**src/rtl/sseg_pkg.sv**
```systemverilog
// -----------------------------------------------------------------------------
// sseg_pkg
//   Shared types and the seven-segment decoder for the display scan driver.
//   Contents:
//     seg7_t      7-bit segment vector {a,b,c,d,e,f,g}, active-low
//     SEG_BLANK   all segments dark
//     seg_decode  nibble -> segment pattern. Codes A-F are shown only when
//                 hex_en is set and are dark otherwise.
// -----------------------------------------------------------------------------
package sseg_pkg;

    typedef logic [6:0] seg7_t;

    localparam seg7_t SEG_BLANK = 7'h7F;

    function automatic seg7_t seg_decode(input logic [3:0] code, input bit hex_en);
        seg7_t seg;
        seg = SEG_BLANK;
        case (code)
            4'h0: seg = 7'h01;
            4'h1: seg = 7'h4F;
            4'h2: seg = 7'h12;
            4'h3: seg = 7'h06;
            4'h4: seg = 7'h4C;
            4'h5: seg = 7'h24;
            4'h6: seg = 7'h20;
            4'h7: seg = 7'h0F;
            4'h8: seg = 7'h00;
            4'h9: seg = 7'h04;
            4'hA: if (hex_en) seg = 7'h08;
            4'hB: if (hex_en) seg = 7'h60;
            4'hC: if (hex_en) seg = 7'h31;
            4'hD: if (hex_en) seg = 7'h42;
            4'hE: if (hex_en) seg = 7'h30;
            4'hF: if (hex_en) seg = 7'h38;
        endcase
        return seg;
    endfunction

endpackage

```
**src/rtl/sseg_scan_timer.sv**
```systemverilog
// -----------------------------------------------------------------------------
// sseg_scan_timer
//   Generates the scan timing for the display driver. A prescaler selects each
//   digit for SCAN_DIV cycles. The digit index advances when the prescaler
//   wraps.
//   Ports:
//     clk           system clock, rising edge
//     rst           synchronous, active-high reset
//     en_i          scan enable; 0 holds prescaler and index at 0
//     index_o       digit currently selected
//     gap_o         prescaler is inside the anti-ghost window after a switch
//     frame_tick_o  index wraps to 0 on the coming edge (frame boundary)
// -----------------------------------------------------------------------------
module sseg_scan_timer #(
    parameter int NUM_DIGITS = 4,
    parameter int SCAN_DIV   = 50000,
    parameter int BLANK_CYC  = 2,
    parameter int IDX_W      = 2
) (
    input  logic             clk,
    input  logic             rst,
    input  logic             en_i,
    output logic [IDX_W-1:0] index_o,
    output logic             gap_o,
    output logic             frame_tick_o
);

    localparam int               PRE_W    = $clog2(SCAN_DIV);
    localparam logic [PRE_W-1:0] PRE_LAST = PRE_W'(SCAN_DIV - 1);
    localparam logic [IDX_W-1:0] IDX_LAST = IDX_W'(NUM_DIGITS - 1);

    logic [PRE_W-1:0] prescaler_q, prescaler_d;
    logic [IDX_W-1:0] index_q, index_d;
    logic             pre_wrap;

    // NOTE: every signal gets a default before any branch, so no path leaves it unassigned and no latch is inferred.
    always_comb begin
        prescaler_d = prescaler_q;
        index_d     = index_q;
        pre_wrap    = en_i && (prescaler_q == PRE_LAST);
        if (!en_i) begin
            prescaler_d = '0;
            index_d     = '0;
        end else if (pre_wrap) begin
            prescaler_d = '0;
            index_d     = (index_q == IDX_LAST) ? '0 : index_q + 1'b1;
        end else begin
            prescaler_d = prescaler_q + 1'b1;
        end
    end

    // NOTE: state registers use non-blocking assignments, so every flop samples pre-edge values.
    always_ff @(posedge clk) begin
        if (rst) begin
            prescaler_q <= '0;
            index_q     <= '0;
        end else begin
            prescaler_q <= prescaler_d;
            index_q     <= index_d;
        end
    end

    // The anodes stay off for the first BLANK_CYC prescaler counts of each digit.
    generate
        if (BLANK_CYC == 0) begin : g_no_gap
            assign gap_o = 1'b0;
        end else begin : g_gap
            assign gap_o = (prescaler_q < PRE_W'(BLANK_CYC));
        end
    endgenerate

    assign index_o      = index_q;
    assign frame_tick_o = pre_wrap && (index_q == IDX_LAST);

endmodule

```
**src/rtl/sseg_scan_driver.sv**
```systemverilog
// -----------------------------------------------------------------------------
// sseg_scan_driver
//   Time-multiplexed driver for an N-digit common-anode seven-segment display.
//   A load captures the digits into a shadow register. The shadow register is
//   copied to the display register only at a frame boundary, so a frame never
//   shows a mix of old and new digits.
//   Ports:
//     clk        system clock, rising edge
//     rst        synchronous, active-high reset
//     en_i       scan enable; 0 = display dark
//     load_i     strobe: capture digits_i / dp_i
//     digits_i   nibble k = digit k, k=0 rightmost
//     dp_i       decimal point per digit, 1 = lit
//     lzb_i      1 = blank leading zeros
//     seg_o      {a,b,c,d,e,f,g}, active-low
//     dp_o       decimal point, active-low
//     an_o       one-hot digit select, polarity set by AN_ACT_LOW
//     frame_o    1-cycle pulse when the scan index wraps to 0
// -----------------------------------------------------------------------------
module sseg_scan_driver
    import sseg_pkg::*;
#(
    parameter int NUM_DIGITS = 4,
    parameter int SCAN_DIV   = 50000,
    parameter int BLANK_CYC  = 2,
    parameter int HEX_EN     = 0,
    parameter int AN_ACT_LOW = 1
) (
    input  logic                    clk,
    input  logic                    rst,
    input  logic                    en_i,
    input  logic                    load_i,
    input  logic [4*NUM_DIGITS-1:0] digits_i,
    input  logic [NUM_DIGITS-1:0]   dp_i,
    input  logic                    lzb_i,
    output logic [6:0]              seg_o,
    output logic                    dp_o,
    output logic [NUM_DIGITS-1:0]   an_o,
    output logic                    frame_o
);

    localparam int                    IDX_W  = (NUM_DIGITS > 1) ? $clog2(NUM_DIGITS) : 1;
    localparam logic [NUM_DIGITS-1:0] AN_OFF = (AN_ACT_LOW != 0) ? {NUM_DIGITS{1'b1}}
                                                                 : {NUM_DIGITS{1'b0}};

    logic [IDX_W-1:0] index;
    logic             gap;
    logic             frame_tick;

    sseg_scan_timer #(
        .NUM_DIGITS (NUM_DIGITS),
        .SCAN_DIV   (SCAN_DIV),
        .BLANK_CYC  (BLANK_CYC),
        .IDX_W      (IDX_W)
    ) u_timer (
        .clk          (clk),
        .rst          (rst),
        .en_i         (en_i),
        .index_o      (index),
        .gap_o        (gap),
        .frame_tick_o (frame_tick)
    );

    // ------------------------------------------------------------------
    // Shadow / display registers
    // ------------------------------------------------------------------
    logic [4*NUM_DIGITS-1:0] shadow_dig_q, shadow_dig_d;
    logic [NUM_DIGITS-1:0]   shadow_dp_q, shadow_dp_d;
    logic                    pending_q, pending_d;
    logic [4*NUM_DIGITS-1:0] disp_dig_q, disp_dig_d;
    logic [NUM_DIGITS-1:0]   disp_dp_q, disp_dp_d;

    always_comb begin
        shadow_dig_d = shadow_dig_q;
        shadow_dp_d  = shadow_dp_q;
        pending_d    = pending_q;
        disp_dig_d   = disp_dig_q;
        disp_dp_d    = disp_dp_q;
        if (load_i) begin
            shadow_dig_d = digits_i;
            shadow_dp_d  = dp_i;
            pending_d    = 1'b1;
        end
        if (frame_tick) begin
            // A load on the boundary itself goes straight to the display.
            // It overrides anything pending and leaves nothing pending.
            if (load_i) begin
                disp_dig_d = digits_i;
                disp_dp_d  = dp_i;
                pending_d  = 1'b0;
            end else if (pending_q) begin
                disp_dig_d = shadow_dig_q;
                disp_dp_d  = shadow_dp_q;
                pending_d  = 1'b0;
            end
        end
    end

    // NOTE: shadow and display are small flop registers, not a RAM. They take the reset so that stale data can never reach the display.
    always_ff @(posedge clk) begin
        if (rst) begin
            shadow_dig_q <= '0;
            shadow_dp_q  <= '0;
            pending_q    <= 1'b0;
            disp_dig_q   <= '0;
            disp_dp_q    <= '0;
        end else begin
            shadow_dig_q <= shadow_dig_d;
            shadow_dp_q  <= shadow_dp_d;
            pending_q    <= pending_d;
            disp_dig_q   <= disp_dig_d;
            disp_dp_q    <= disp_dp_d;
        end
    end

    // ------------------------------------------------------------------
    // Leading-zero mask: digit k is blanked when it and every digit to its
    // left are zero. Digit 0 always shows.
    // ------------------------------------------------------------------
    logic [NUM_DIGITS-1:0] lz_blank;
    logic                  zero_run;

    always_comb begin
        lz_blank = '0;
        zero_run = 1'b1;
        for (int k = NUM_DIGITS - 1; k >= 0; k--) begin
            zero_run = zero_run && (disp_dig_q[4*k +: 4] == 4'h0);
            if (k > 0) lz_blank[k] = lzb_i && zero_run;
        end
    end

    // ------------------------------------------------------------------
    // Digit mux
    // ------------------------------------------------------------------
    logic [3:0]            cur_code;
    logic                  cur_dp;
    logic                  cur_blank;
    logic [NUM_DIGITS-1:0] sel_onehot;

    always_comb begin
        cur_code   = 4'h0;
        cur_dp     = 1'b0;
        cur_blank  = 1'b0;
        sel_onehot = '0;
        for (int k = 0; k < NUM_DIGITS; k++) begin
            if (index == IDX_W'(k)) begin
                cur_code      = disp_dig_q[4*k +: 4];
                cur_dp        = disp_dp_q[k];
                cur_blank     = lz_blank[k];
                sel_onehot[k] = 1'b1;
            end
        end
    end

    // ------------------------------------------------------------------
    // Output registers: the pins lag the index by one cycle. The segments
    // already hold the next digit during the anode gap, so they are settled
    // before the anode turns on.
    // ------------------------------------------------------------------
    seg7_t                 seg_q, seg_d;
    logic                  dp_q, dp_d;
    logic [NUM_DIGITS-1:0] an_q, an_d;
    logic                  frame_q, frame_d;

    always_comb begin
        seg_d   = SEG_BLANK;
        dp_d    = 1'b1;
        an_d    = AN_OFF;
        frame_d = frame_tick;
        if (en_i) begin
            seg_d = cur_blank ? SEG_BLANK : seg_decode(cur_code, HEX_EN != 0);
            dp_d  = ~cur_dp;
            if (!gap) an_d = (AN_ACT_LOW != 0) ? ~sel_onehot : sel_onehot;
        end
    end

    always_ff @(posedge clk) begin
        if (rst) begin
            seg_q   <= SEG_BLANK;
            dp_q    <= 1'b1;
            an_q    <= AN_OFF;
            frame_q <= 1'b0;
        end else begin
            seg_q   <= seg_d;
            dp_q    <= dp_d;
            an_q    <= an_d;
            frame_q <= frame_d;
        end
    end

    assign seg_o   = seg_q;
    assign dp_o    = dp_q;
    assign an_o    = an_q;
    assign frame_o = frame_q;

endmodule

```
**config.mk**
```make
export PLATFORM = sky130hd
export DESIGN_NAME = sseg_scan_driver
export DESIGN_NICKNAME = d
export VERILOG_FILES = /design/src/rtl/sseg_pkg.sv /design/src/rtl/sseg_scan_timer.sv /design/src/rtl/sseg_scan_driver.sv
export SDC_FILE = /design/constraint.sdc
export NUM_CORES = 1
export LEC_CHECK = 0
export CAP_MARGIN = 20
export CORE_UTILIZATION = 50
export CTS_CLUSTER_DIAMETER = 50
export DETAILED_ROUTE_END_ITERATION = 16
export PLACE_DENSITY = 0.74
export SETUP_SLACK_MARGIN = 0.02
export SKIP_LAST_GASP = 1
export SLEW_MARGIN = 40
export SYNTH_ARGS = -nofsm -noshare
export SYNTH_HDL_FRONTEND = slang
export SYNTH_SLANG_ARGS = --single-unit
```
**constraint.sdc**
```tcl
create_clock -name clk -period 2.1 [get_ports clk]
set_input_delay 0.525 -clock clk [delete_from_list [all_inputs] [get_ports clk]]
set_output_delay 0.525 -clock clk [all_outputs]
set_load 0.03 [all_outputs]
```
Yosys cells after proc, flatten, opt, wreduce, memory -nomap -nowiden
Cells that the tools add are included.
Widths: inputs -> output; s select.
Cells by class
  equality and inequality tests: 13
  bitwise operators: 3
  mux-type cells: 25
  add/sub/neg operators: 2
  $lt $le $gt $ge: 1
  reductions and logical operators: 18
Operators with widths (count)
  $pmux 7 s10: 1
  $mux 16: 2
  $mux 4: 6
  $add 16x1->16 const B: 1
  $eq 16x16->1 const B: 1
  $eq 4x3->1 const B: 4
  $logic_not 4->1: 4
  $lt 16x2->1 const B: 1
  $mux 1: 15
  $reduce_or 3->1: 3
  $eq 4x2->1 const B: 2
  $eq 4x4->1 const B: 2
  $logic_and 1x1->1: 7
  $eq 2x2->1 const B: 2
  $eq 4x1->1 const B: 1
  $not 4->4: 1
  $add 2x1->2 const B: 1
  $eq 2x1->1 const B: 1
  $logic_not 2->1: 1
  $mux 2: 1
  $not 1->1: 2
  $reduce_and 2->1: 1
  $reduce_bool 2->1: 1
  $reduce_or 2->1: 1
Storage, ports and cells
  bits of input ports: 25
  register bits: 72

Longest topological paths before layout
  word-level depth: 8
  gate-level depth with buffers: 9

Hierarchy
A second synthesis with hierarchy kept.
Unflattened totals
  cells, all modules: 299
  area total of the unflattened synthesis: 2887.8 um2
By module, submodules not included
  sseg_scan_driver: sequential area each 1081.0 um2, times used 1, cells an instance 200, area each 2038.2 um2
  sseg_scan_timer: sequential area each 360.3 um2, times used 1, cells an instance 99, area each 849.6 um2

Worst setup path after synthesis
No wires, ideal clock.
  path kind: register to register
  from: register u_timer.prescaler_q[0]
  to: register disp_dig_q[0]
  clock period less this slack: 2011 ps
  arrival: 1883 ps
  setup time: 128 ps
  path slack: 89 ps
  stages on the path, launching flop included: 8
  cell sequence: dfxtp_1 > ha_1 > nand3_1 > or4_4 > nor4b_4 > buf_6 > mux2i_1 > nor2_1
Between the ends
  cells in the longest elaborated chain, start to end: 4
Ends and longest elaborated chain
  from (decl): RTL line sseg_scan_timer.sv:32  | logic [PRE_W-1:0] prescaler_q, prescaler_d;
  from (signal assigned): RTL line sseg_scan_timer.sv:58  | prescaler_q <= prescaler_d;
  $eq 16x16->1: RTL line sseg_scan_timer.sv:40  | pre_wrap = en_i && (prescaler_q == PRE_LAST);
  $logic_and 1x1->1: RTL line sseg_scan_timer.sv:40
  $logic_and 1x1->1: RTL line sseg_scan_timer.sv:73  | assign frame_tick_o = pre_wrap && (index_q == IDX_LAST);
  $reduce_and 2->1 (no source line)
  to (signal assigned): RTL line sseg_scan_driver.sv:111  | disp_dig_q <= disp_dig_d;
  to (decl): RTL line sseg_scan_driver.sv:70  | logic [4*NUM_DIGITS-1:0] disp_dig_q, disp_dig_d;
Every way passes these cells.
A chain may end at the register's enable or synchronous reset.

Worst setup path after layout
  from: register u_timer.prescaler_q[1]
  to: register disp_dig_q[0]
The elaborated chain is that of the path after synthesis.

==> impl_metrics.tcl <==
set metrics [dict create \
    wire_per_inst_um 13.8 \
    htreeDepth 3 \
    syn_nets 353 \
    clk_latency_ns 0.35 \
    multi_input_area_mm2 0.00159 \
    hold_ws_ns 0.510 \
    yosysSeqAreaShare 0.465 \
    ir_worst_vdd_mv 0.429 \
    crit_arrival_ns 2.26 \
    grt_pass1_wl_um 10400 \
    status "finished clean" \
    antenna_found_initial 0 \
    initial_core_util 0.520 \
    ios 38 \
    final_antenna_net_count 0 \
    p_leak_nw 1.49 \
    max_freq_mhz 494 \
    setup_slack_ns 0.0754 \
    drive_above_1_share 0.205 \
    place_congestion 0.849 \
    grt_usage 0.213 \
    clockBufferDepth 2 \
    r2r_cells 8 \
    cts_inserted_buffers 9 \
    synth_area_mm2 0.00310 \
    crit_required_ns 2.34 \
    drv_slew 0 \
    route.detailed.drc 0 \
    startpoint "u_timer.prescaler_q[1]" \
    dp_hpwl_um 4330 \
    synth.distinct_cells 38 \
    dieWidth_um 80.7 \
    drt_iter0_markers 59 \
    die_y_um 80.7 \
    cp-end-kind "flip-flop" \
    clk_pin_slew_worst_paths_ns 0.08 \
    rsz0062_at_grt "yes" \
    cts_tree "done" \
    ys_ff_latch 72 \
    clock_skew_ns 0.00862 \
    crit_chain "ha_4 -> nand3_4 -> or4_4 -> nor4b_4 -> buf_4 -> buf_6 -> mux2i_1 -> nor2_1" \
    core_region_area_mm2 0.00596 \
    total_power_w 0.00284 \
    dominantRegCellSynth "dfxtp_1" \
    grt_pass1_vias 2305 \
    cts_root_buf "clkbuf_8" \
    die_area_mm2 0.00651 \
    finalSetupViolCount 0 \
    ctsHoldBuffers 0 \
    synth_area_per_cell_um2 9.59 \
    dp_slack_ns -0.353 \
    async_flop_share 0 \
    cap_violations 0 \
    numPortBuffers 37 \
    cp_slowest_stage_delay_ns 0.44 \
    cts.sinks 72 \
    endpoint "disp_dig_q[0]" \
    ff2ff_setup_slack_ns 0.08 \
    critPathMaxFanout 5 \
    finalNetCount 416 \
    num_vias 2418 \
    hold_start "disp_dig_q[1]" \
    rows 28 \
    syn_to_final_growth_pct 29.6 \
    relSlewSlack 0.714 \
    diodes 0 \
    start_kind "flip-flop" \
    synthCells 323 \
    drt_first_pass_iters 4 \
    synth-edff-count 0 \
    path_class "flip-flop to flip-flop" \
    finalHoldViolations 0 \
    grt_max_degree 25 \
    post-route-period-util 0.964 \
    layout_min_cycle_time_ns 2.02 \
    n_fill_cell 501 \
    r2r-start "u_timer.prescaler_q[1]" \
    vias_per_cell 5.19 \
    overflow 0 \
    wl_um 6420 \
    regArea_mm2 0.00145 \
    reg2reg_to "disp_dig_q[0]" \
    p_per_area_mw_per_mm2 709 \
    worst_slew_pin_slew_ns 0.423 \
    hp-class "flip-flop to flip-flop" \
    critical-path-slowest-cell "or4_4" \
    yosys_warnings 0 \
]
## flip-flops by register name, indices dropped and copies added (netlist names)
| signal | flops |
|---|---|
| u_timer.index_o | 2 |
| dp_o | 1 |
| disp_dig_q | 16 |
| an_o | 4 |
| disp_dp_q | 4 |
| seg_o | 7 |
| shadow_dp_q | 4 |
| frame_o | 1 |
| shadow_dig_q | 16 |
| u_timer.prescaler_q | 16 |
| pending_q | 1 |
## cells in the final DEF (no fill, tap or decap), types with 3 or more instances in the layout
cell and count:
ha_1 3, mux2i_1 25, nand3_1 8, a21oi_1 8
buf_6 3, a211oi_2 3, nor3b_1 4, nand2_1 14
xnor2_1 10, clkbuf_8 11, a211oi_1 6, clkdlybuf4s50_1 36
nor3_1 6, buf_4 28, and3_1 4, dfxtp_1 67
xor2_1 4, mux2_2 18, nor2_1 48, inv_1 8
dfxtp_2 5, nand3b_1 6, nor2b_1 25, o21ai_0 3
nor4_1 7
## repair_timing
action	4_1_cts	5_1_grt
setup endpoints to repair	20	22
setup buffers	2	0
pin swaps	3	4
gates cloned	2	0
resized for setup	9	11
## report_power, final
part           switching, W  leakage, nW  internal, W  total (W)
clock              0.000519        0.119     0.000732    0.00125
combinational     0.0000810        0.787     0.000108   0.000189
sequential       0.00000882        0.589      0.00140    0.00141
total              0.000609         1.49      0.00224    0.00284
## cells by family after synthesis
kind of cell	share of synthesized area
AO/OA/AOI/OAI	0.0691
XOR/XNOR	0.0396
adder cells (fa/ha/maj)	0.0202
buffers and inverters	0.0359
flip-flops	0.465
multiplexers	0.146
AND/OR/NAND/NOR	0.224
## cell type report
| type | instances | share of cell area |
|---|---|---|
| multi-input cells | 226 | 0.397 |
| flip-flops and latches | 72 | 0.361 |
| repair buffers | 69 | 0.154 |
| clock buffers | 11 | 0.0377 |
| well taps | 75 | 0.0234 |
| clock inverters | 5 | 0.0196 |
| inverters | 8 | 0.00748 |
## layer usage
metal | wire [um] | vias to the layer above | part of all wire | global-route usage
li1 | - | 1233 | - | -
met1 | 2990 | 1116 | 0.47 | 0.259
met2 | 3000 | 54 | 0.47 | 0.344
met3 | 238 | 15 | 0.037 | 0.0489
met4 | 180 | 0 | 0.028 | 0.121
met5 | 0 | - | 0 | 0
## synthesized netlist by cell type, drive strengths merged (2+ instances only)
master / number / area, um2
nand2: 14 / 52.6
nand3b: 6 / 45.0
a21oi: 8 / 40.0
nor2b: 25 / 156
nand2b: 2 / 12.5
nor2: 48 / 180
mux2: 18 / 203
nor3b: 4 / 30.0
o21a: 2 / 15.0
nand3: 9 / 45.0
nor4: 8 / 50.1
a211o: 2 / 17.5
and3: 4 / 25.0
o221ai: 2 / 17.5
o21ai: 4 / 20.0
a211oi: 9 / 67.6
mux2i: 25 / 250
clkbuf: 13 / 48.8
ha: 5 / 62.6
buf: 4 / 32.5
xor2: 4 / 35.0
nor3: 6 / 30.0
inv: 8 / 30.0
xnor2: 10 / 87.6
dfxtp: 72 / 1440
## through the flow
step	setup TNS [ns]	cells	cell area [um2]	utilization
finish	0	466	4010	0.674
global route	-0.117	466	4010	0.674
CTS	0	466	3980	0.667
detailed placement	-9.04	446	3690	0.620
global placement	-7.96	446	3690	0.620
floorplan	0	323	3100	-
## worst max-delay path, delay by kind of cell, from the launching register on
kind / cells / cell delay, ns
buf+inv: 2 / 0.34
fa+ha+maj: 1 / 0.16
mux: 1 / 0.20
simple gates: 4 / 0.85
flops: 1 / 0.36
## worst min path at each step
stage | to | slack [ns] | cells past startpoint
2_1_floorplan | u_timer.prescaler_q[0] | 0.43 | 1
4_1_cts | disp_dig_q[1] | 0.51 | 2
5_1_grt | disp_dig_q[1] | 0.54 | 2
6_report | disp_dig_q[1] | 0.51 | 2
3_5_place_dp | disp_dig_q[0] | 0.49 | 2
3_3_place_gp | disp_dig_q[2] | 0.47 | 2
(Power assumes the default switching activity.)
